===== src/rtl/alu.sv =====
// Execute-stage integer ALU: decodes the func nibble of the instruction word and
// registers a 32-bit result plus {SF,ZF,CF,OF} flags one cycle after the inputs.
module alu (
    input  logic        clk,
    input  logic        rst,
    input  logic [31:0] alu_ir,
    input  logic [31:0] sr,
    input  logic [31:0] tr,
    output logic [31:0] alu_dr,
    output logic [3:0]  alu_fl
);

    typedef enum logic [3:0] {
        F_NOP = 4'h0,
        F_LIL = 4'h1,
        F_MOV = 4'h2,
        F_ADD = 4'h3,
        F_SUB = 4'h4,
        F_CMP = 4'h5,
        F_AND = 4'h6,
        F_OR  = 4'h7,
        F_XOR = 4'h8,
        F_NEG = 4'h9,
        F_NOT = 4'hA,
        F_SLL = 4'hB,
        F_SLA = 4'hC,
        F_SRL = 4'hD,
        F_SRA = 4'hE,
        F_RSV = 4'hF
    } func_e;

    func_e       func;
    logic [4:0]  shamt;
    logic [15:0] imm;
    logic        unused_ir_bits;

    assign func           = func_e'(alu_ir[31:28]);
    assign shamt          = alu_ir[12:8];
    assign imm            = alu_ir[15:0];
    assign unused_ir_bits = ^alu_ir[27:16];

    logic [31:0] dr_q, dr_d;
    logic [3:0]  fl_q, fl_d;

    // 33-bit forms expose carry/borrow in bit 32 of the sum/difference.
    logic [32:0] add_full;
    logic [32:0] sub_full;
    logic [31:0] neg_res;
    logic        add_of;
    logic        sub_of;

    assign add_full = {1'b0, tr} + {1'b0, sr};
    assign sub_full = {1'b0, tr} - {1'b0, sr};
    assign neg_res  = 32'd0 - tr;
    assign add_of   = (tr[31] == sr[31]) && (add_full[31] != tr[31]);
    assign sub_of   = (tr[31] != sr[31]) && (sub_full[31] != tr[31]);

    // Shifters carry one guard bit so the last bit shifted out lands there (0 when shamt==0).
    logic [32:0]        shl_full;
    logic [32:0]        shr_full;
    logic signed [32:0] sra_full;

    assign shl_full = {1'b0, tr} << shamt;
    assign shr_full = {tr, 1'b0} >> shamt;
    assign sra_full = $signed({tr, 1'b0}) >>> shamt;

    // SLA overflow: any bit in tr[31:31-shamt] disagreeing with the original sign.
    logic [31:0] sla_mismatch;
    logic        sla_of;

    generate
        for (genvar gi = 0; gi < 32; gi++) begin : g_sla_ovf
            assign sla_mismatch[gi] = (tr[gi] != tr[31])
                                   && (({1'b0, shamt} + 6'(gi)) >= 6'd31);
        end
    endgenerate

    assign sla_of = |sla_mismatch;

    logic [31:0] res;
    logic        flag_upd;
    logic        cf;
    logic        of;

    always_comb begin
        res      = 32'd0;
        flag_upd = 1'b0;
        cf       = 1'b0;
        of       = 1'b0;
        unique case (func)
            F_NOP: res = 32'd0;
            F_LIL: res = {{16{imm[15]}}, imm};
            F_MOV: res = sr;
            F_ADD: begin
                res      = add_full[31:0];
                flag_upd = 1'b1;
                cf       = add_full[32];
                of       = add_of;
            end
            F_SUB, F_CMP: begin
                res      = sub_full[31:0];
                flag_upd = 1'b1;
                cf       = sub_full[32];
                of       = sub_of;
            end
            F_AND: begin
                res      = tr & sr;
                flag_upd = 1'b1;
            end
            F_OR: begin
                res      = tr | sr;
                flag_upd = 1'b1;
            end
            F_XOR: begin
                res      = tr ^ sr;
                flag_upd = 1'b1;
            end
            F_NEG: begin
                res      = neg_res;
                flag_upd = 1'b1;
                cf       = (tr != 32'd0);
                of       = (tr == 32'h8000_0000);
            end
            F_NOT: res = ~tr;
            F_SLL: begin
                res      = shl_full[31:0];
                flag_upd = 1'b1;
                cf       = shl_full[32];
            end
            F_SLA: begin
                res      = shl_full[31:0];
                flag_upd = 1'b1;
                cf       = shl_full[32];
                of       = sla_of;
            end
            F_SRL: begin
                res      = shr_full[32:1];
                flag_upd = 1'b1;
                cf       = shr_full[0];
            end
            F_SRA: begin
                res      = sra_full[32:1];
                flag_upd = 1'b1;
                cf       = sra_full[0];
            end
            F_RSV: res = 32'd0;
            default: res = 32'd0;
        endcase
    end

    always_comb begin
        dr_d = res;
        fl_d = fl_q;
        if (flag_upd) begin
            fl_d = {res[31], (res == 32'd0), cf, of};
        end
    end

    always_ff @(posedge clk) begin
        if (rst) begin
            dr_q <= 32'd0;
            fl_q <= 4'd0;
        end else begin
            dr_q <= dr_d;
            fl_q <= fl_d;
        end
    end

    assign alu_dr = dr_q;
    assign alu_fl = fl_q;

endmodule


===== config.mk =====
export PLATFORM = sky130hd
export DESIGN_NAME = alu
export DESIGN_NICKNAME = d
export VERILOG_FILES = /design/src/rtl/alu.sv
export SDC_FILE = /design/constraint.sdc
export NUM_CORES = 1
export LEC_CHECK = 0
export ABC_AREA = 1
export CAP_MARGIN = 20
export CORE_UTILIZATION = 25
export CTS_CLUSTER_SIZE = 24
export DETAILED_ROUTE_END_ITERATION = 16
export PLACE_DENSITY_LB_ADDON = 0.1
export SLEW_MARGIN = 20
export SYNTH_ARGS = -nofsm -noshare
export SYNTH_HDL_FRONTEND = slang
export SYNTH_SLANG_ARGS = --single-unit

===== constraint.sdc =====
create_clock -name clk -period 5.7 [get_ports clk]
set_input_delay 0.57 -clock clk [delete_from_list [all_inputs] [get_ports clk]]
set_output_delay 0.57 -clock clk [all_outputs]
set_load 0.02 [all_outputs]

==> flow_summary.ini, run 1 <==
[power_and_ir_drop]
static-leakage-power_nw = 9.035
power_mw = 2.185
ir_drop_mv = 0.1970
power_density_nw_per_um2 = 129.1

[timing]
timing.fmax_ghz = 0.2382
maxSlewViolCount = 0
rsz0062_at_grt = no
fin_hold_ws_ns = 0.4742
skew_ns = 0
finalHoldViolCount = 0
slew-limit-headroom = 0.2176
setup_viol = 0
tns_ns = 0
finalCriticalPeriod_ns = 4.199
worst_pin_slew_ns = 1.169
fin_crit_sh = 0.7366

[floorplanning]
die_x_um = 245.2
core_area_um2 = 58030
row_count = 88
ios = 134
chipHeight_um = 245.2
die_area_um2 = 60140
start_util = 0.2549

[drt]
drt_wl_total_mm = 91.88
drt-initial-drc-count = 2528
via_per_inst = 5.333
first_pass_iters = 6
ant_nets = 0
drc_errors = 0
drt-wirelength-per-cell_um = 23.85
vias = 20540

[final_layout]
layout.cells.non_filler = 3852
drive_above_1_share = 0.04114
syn2layout_area_growth_pct = 14.41
fillCellCount = 6764
diodes = 0
finalNetCount = 3308
final_cell_mix = 1058 x nand2_1, 469 x nand3_1, 383 x nor2_1
stdcell_area_um2 = 16920
register_area_um2 = 720.7
multi_input_area_um2 = 11930
final_common_cell = nand2_1

[setup_path]
ff2ff_setup_slack_ns = 4.94
critPathLaunchType = input pin
crit_type = in2reg
critPathBufInv = 4
worst_r2r_endpoint = alu_fl[1]
r2r_cells = 4
path_depth = 19
required_ns = 5.88
crit_top_cell = nand2_1
worstPathMaxFanout = 23
cp_slowest_cell = clkdlybuf4s50_1
cpPeakStageDelay_ns = 0.60
worstReg2RegStart = alu_fl[1]
cp-end-kind = register
critPathTopFamily = simple AND/OR/NAND/NOR gates
crit_path_cell_trace = clkdlybuf4s50_1 > inv_2 > nand2_1 > inv_2 > nand2_2 > inv_1 > a21oi_1 > nand3_1 > nor2_1 > nand2_1 > a21oi_1 > nand2_1 > nand2_1 > nand3_1 > nor2_1 > nand3_1 > nor2_1 > nand2_1 > a21oi_1
crit_arrival_ns = 4.38

[hold_path]
hold_class = reg2reg
holdPathStages = 2
hold_end = alu_fl[2]
min-delay-start = alu_fl[2]

[clocking]
post_cts_buffers = 0
cts-hold-fix-buffers = 0
clk_path_buf_depth = 2
path_clk_slew_ns = 0.05
cts_buffers = 5
cts_sinks = 36
clk_latency_ns = 0.27
cts-htree-levels = 2
cts_resized = 0
cts-root-buf = clkbuf_16
cts_tree = done

[placed_design]
hpwl_mm = 74.73
dp_cells = 3844
port_buffers = 121
dpl_cell_area_um2 = 16740
gp_congestion = 1.000

[synthesis]
async_flop_share = 0
synthFlopType = dfxtp_1
syn-num-nets = 3254
synth.avg_cell_area_um2 = 4.879
yosysSeqAreaShare = 0.04872
synth_cell_type_count = 48
synth_top_area_share = 0.2687
syn-cell-area_um2 = 14790
synth_area_leaders = nand2_1 27%, nand3_1 16%, ha_1 10%, nor2_1 9.8%, inv_1 9.5%
ys_ff_latch = 36
yosysTopAreaCell = nand2_1
yosys_warnings = 0
synth_edf_count = 0
synthCells = 3032

[global_route]
grt_max_degree = 67
grtUsageTotal = 0.2960
globalRouteOverflowTotal = 0
antenna_found_initial = 1
grt_first_pass_wirelength_mm = 130.2
grt_pass1_vias = 18730

[outcome]
outcome = completed

[job]
drv_cap = 0
logic make-up after synthesis:
family                   share of synthesized area
AND/OR/NAND/NOR                             0.5784
AO/OA/AOI/OAI                               0.1076
multiplexers                              0.001353
flip-flops                                 0.04872
buffers and inverters                       0.1450
XOR/XNOR                                   0.01303
adder cells (fa/ha/maj)                     0.1059
routing by layer:
metal,track usage,routed length (um),vias up,part of all wire
met5,0,11,-,0.00012
met4,0.1384,4986,2,0.054
met3,0.03149,7673,180,0.084
met2,0.4525,38510,1043,0.42
met1,0.4119,40710,9555,0.44
li1,-,-,9763,-
synthesized netlist by cell type (2+ instances only):
| cell | number |
|---|---|
| clkbuf_1 | 36 |
| or2_2 | 12 |
| a31oi_1 | 4 |
| nand3b_1 | 5 |
| buf_6 | 5 |
| nand2_1 | 1059 |
| nor3_1 | 31 |
| o221ai_1 | 3 |
| buf_4 | 11 |
| inv_1 | 373 |
| xor2_1 | 21 |
| o21ai_0 | 99 |
| nor4_1 | 7 |
| o31ai_1 | 2 |
| mux2i_1 | 2 |
| and2_1 | 8 |
| buf_2 | 77 |
| nor2_2 | 8 |
| nand2_2 | 8 |
| nand3_2 | 3 |
| o2111ai_1 | 3 |
| a22o_1 | 2 |
| dfxtp_1 | 36 |
| nand4_1 | 42 |
| o21ai_1 | 6 |
| nand3_1 | 469 |
| inv_2 | 10 |
| fa_1 | 2 |
| nor2_1 | 385 |
| o211ai_1 | 22 |
| a22oi_1 | 3 |
| and3_1 | 2 |
| o21bai_1 | 8 |
| a21oi_1 | 102 |
| buf_1 | 9 |
| o22ai_1 | 23 |
| ha_1 | 122 |
| clkbuf_2 | 2 |
power breakdown:
group / switching, mW / total, mW / internal (mW)
sequential: 0.00764 / 0.285 / 0.278
combinational: 1.13 / 1.58 / 0.454
clock: 0.0901 / 0.320 / 0.230
total: 1.22 / 2.19 / 0.961
tightest hold or removal path, cell delays in order (launching register included):
cell and delay, ns:
dfxtp_1 0.31, nand2_1 0.06, a21oi_1 0.05
stage by stage:
| stage | utilization | setup slack (ns) |
|---|---|---|
| global route | 0.2916 | 1.150 |
| CTS | 0.2916 | 1.574 |
| detailed placement | 0.2885 | 1.300 |
| global placement | 0.2885 | 1.317 |
| finish | 0.2916 | 1.501 |
| floorplan | - | 2.944 |
layout make-up:
type / instances / area share
clock buffer: 7 / 0.009020
clock inverter: 1 / 0.001774
inverter: 384 / 0.08518
multi-input combinational: 2472 / 0.7052
sequential: 36 / 0.04259
tap: 765 / 0.05656
timing repair buffer: 187 / 0.09967
how the worst max path moves through the flow:
stage,end,from
after global routing,alu_fl[2],tr[0]
after CTS,alu_fl[2],tr[0]
final,alu_fl[2],alu_ir[29]
after global placement,alu_fl[2],tr[0]
after detailed placement,alu_fl[2],tr[0]
after floorplan,alu_fl[2],tr[16]
flip-flops by register name, indices dropped and copies added (netlist names):
| signal | cells |
|---|---|
| alu_fl | 4 |
| alu_dr | 32 |
Power figures use the tool's default switching activity.
==> inputs of run 2 (changes only) <==
==> constraint.sdc (replaced) <==
create_clock -name clk -period 3.8 [get_ports clk]
set_input_delay 0.38 -clock clk [delete_from_list [all_inputs] [get_ports clk]]
set_output_delay 0.38 -clock clk [all_outputs]
set_load 0.02 [all_outputs]
==> run 2 against run 1 <==
Net effect: final area rose by 8.3%; clock power rose by 25%; worst hold slack improved by 0.0085 ns; non-clock buffer count rose by 176; sequential power rose by 50%; critical endpoint unchanged; largest cell class unchanged.
==> flow_summary.ini, run 2 (synthesized netlist as in run 1, its figures left out) <==
[final_layout]
diodes = 0
largest_register_ffs = 32
drive_above_1_share = 0.09225
stdcell_area_um2 = 18330
final_common_cell = nand2_1
finalNetCount = 3484
syn2layout_area_growth_pct = 23.95
fillCellCount = 6792
multi_input_area_um2 = 11930
post-route-util = 0.3160
register_area_um2 = 720.7
final_cell_mix = 1059 x nand2_1, 469 x nand3_1, 383 x nor2_1

[timing]
rsz0062_at_grt = no
fin_crit_sh = 0.9145
maxSlewViolCount = 0
worst_pin_slew_ns = 0.7350
tns_ns = 0
slew-limit-headroom = 0.5082
setup_viol = 0
timing.fmax_ghz = 0.2878
finalHoldViolCount = 0
finalCriticalPeriod_ns = 3.475
skew_ns = 0

[global_route]
grt_pass1_vias = 19430
grt_max_degree = 67
grt_first_pass_wirelength_mm = 135.8
globalRouteOverflowTotal = 0
grtUsageTotal = 0.3084
antenna_found_initial = 3

[hold_path]
min-delay-start = alu_fl[2]
hold_class = reg2reg

[power_and_ir_drop]
ir_drop_mv = 0.2696
power_mw = 3.474
static-leakage-power_nw = 9.905
power_density_nw_per_um2 = 189.5

[drt]
drt-initial-drc-count = 2220
ant_nets = 0
drt_wl_total_mm = 94.89
first_pass_iters = 6
via_per_inst = 5.233
drt-wirelength-per-cell_um = 23.56
drc_errors = 0
vias = 21080

[floorplanning]
row_count = 88
chipHeight_um = 245.2
start_util = 0.2549
die_x_um = 245.2
die_area_um2 = 60140
core_area_um2 = 58030
ios = 134

[placed_design]
hpwl_mm = 79.93
dpl_cell_area_um2 = 18180
port_buffers = 121
gp_congestion = 1.028

[clocking]
cts-hold-fix-buffers = 0
cts_buffers = 5
cts_tree = done
cts-root-buf = clkbuf_16
clk_path_buf_depth = 2
clk_latency_ns = 0.27
path_clk_slew_ns = 0.05
cts-htree-levels = 2
cts_resized = 0
cts_sinks = 36
post_cts_buffers = 0

[setup_path]
cp_slowest_cell = clkdlybuf4s50_1
cpPeakStageDelay_ns = 0.56
required_ns = 4.01
cp-end-kind = register
crit_type = in2reg
worstPathMaxFanout = 6
crit_path_cell_trace = clkdlybuf4s50_1 > inv_1 > ha_1 > buf_4 > nor2_1 > nand2_1 > inv_1 > nand2_1 > nor2_1 > nand2_1 > nand3_1 > nand2_1 > nand3_1 > nand2_1 > nor2_1 > nand2_1 > nor2_1 > nand3_1 > nor2_1 > nand2_1 > a21oi_1
cp-startpoint = sr[20]
worstReg2RegStart = alu_fl[1]
crit_top_cell = nand2_1
critPathLaunchType = input pin
crit_arrival_ns = 3.69

[job]
drv_cap = 0

[outcome]
outcome = completed
run 2: area by class of cell:
cell class | instances | share of cell area
inverter | 384 | 0.07862
multi-input combinational | 2472 | 0.6508
clock buffer | 7 | 0.007780
clock inverter | 1 | 0.0004095
tap | 765 | 0.05221
sequential | 36 | 0.03931
timing repair buffer | 363 | 0.1709
run 2: power breakdown:
part | internal [mW] | switching (mW) | leakage, nW
registers | 0.416 | 0.0114 | 0.297
logic | 0.884 | 1.76 | 9.54
clock network | 0.260 | 0.140 | 0.0701
run 2: stage by stage:
stage	instances	hold WS [ns]	worst slack, ns
2_1_floorplan	3032	0.5415	1.234
3_3_place_gp	4020	0.4737	0.1173
3_5_place_dp	4020	0.4738	0.1161
4_1_cts	4028	0.4822	0.3985
5_1_grt	4028	0.5226	0.05629
6_report	4028	0.4827	0.3249
run 2: final timing paths:
check                           depth (start not counted)         to  slack, ns
worst min register to register                          2  alu_fl[2]       0.48
worst min-delay path                                    2  alu_fl[2]       0.48
worst max register to register                          4  alu_fl[1]       3.02
worst max-delay path                                   21  alu_fl[2]       0.32
run 2: metal layers:
layer,track usage,share of wire,routed length (um),vias up
li1,-,-,-,10130
met1,0.4267,0.45,42750,9836
met2,0.4956,0.44,41760,971
met3,0.03204,0.073,6948,135
met4,0.09853,0.036,3402,4
met5,0,0.00028,27,-
run 2: worst max-delay path: cells and delay by family:
family          cells  cell delay [ns]
compound gates      1             0.11
simple gates       15             1.79
buf+inv             4             0.98
fa+ha+maj           1             0.42
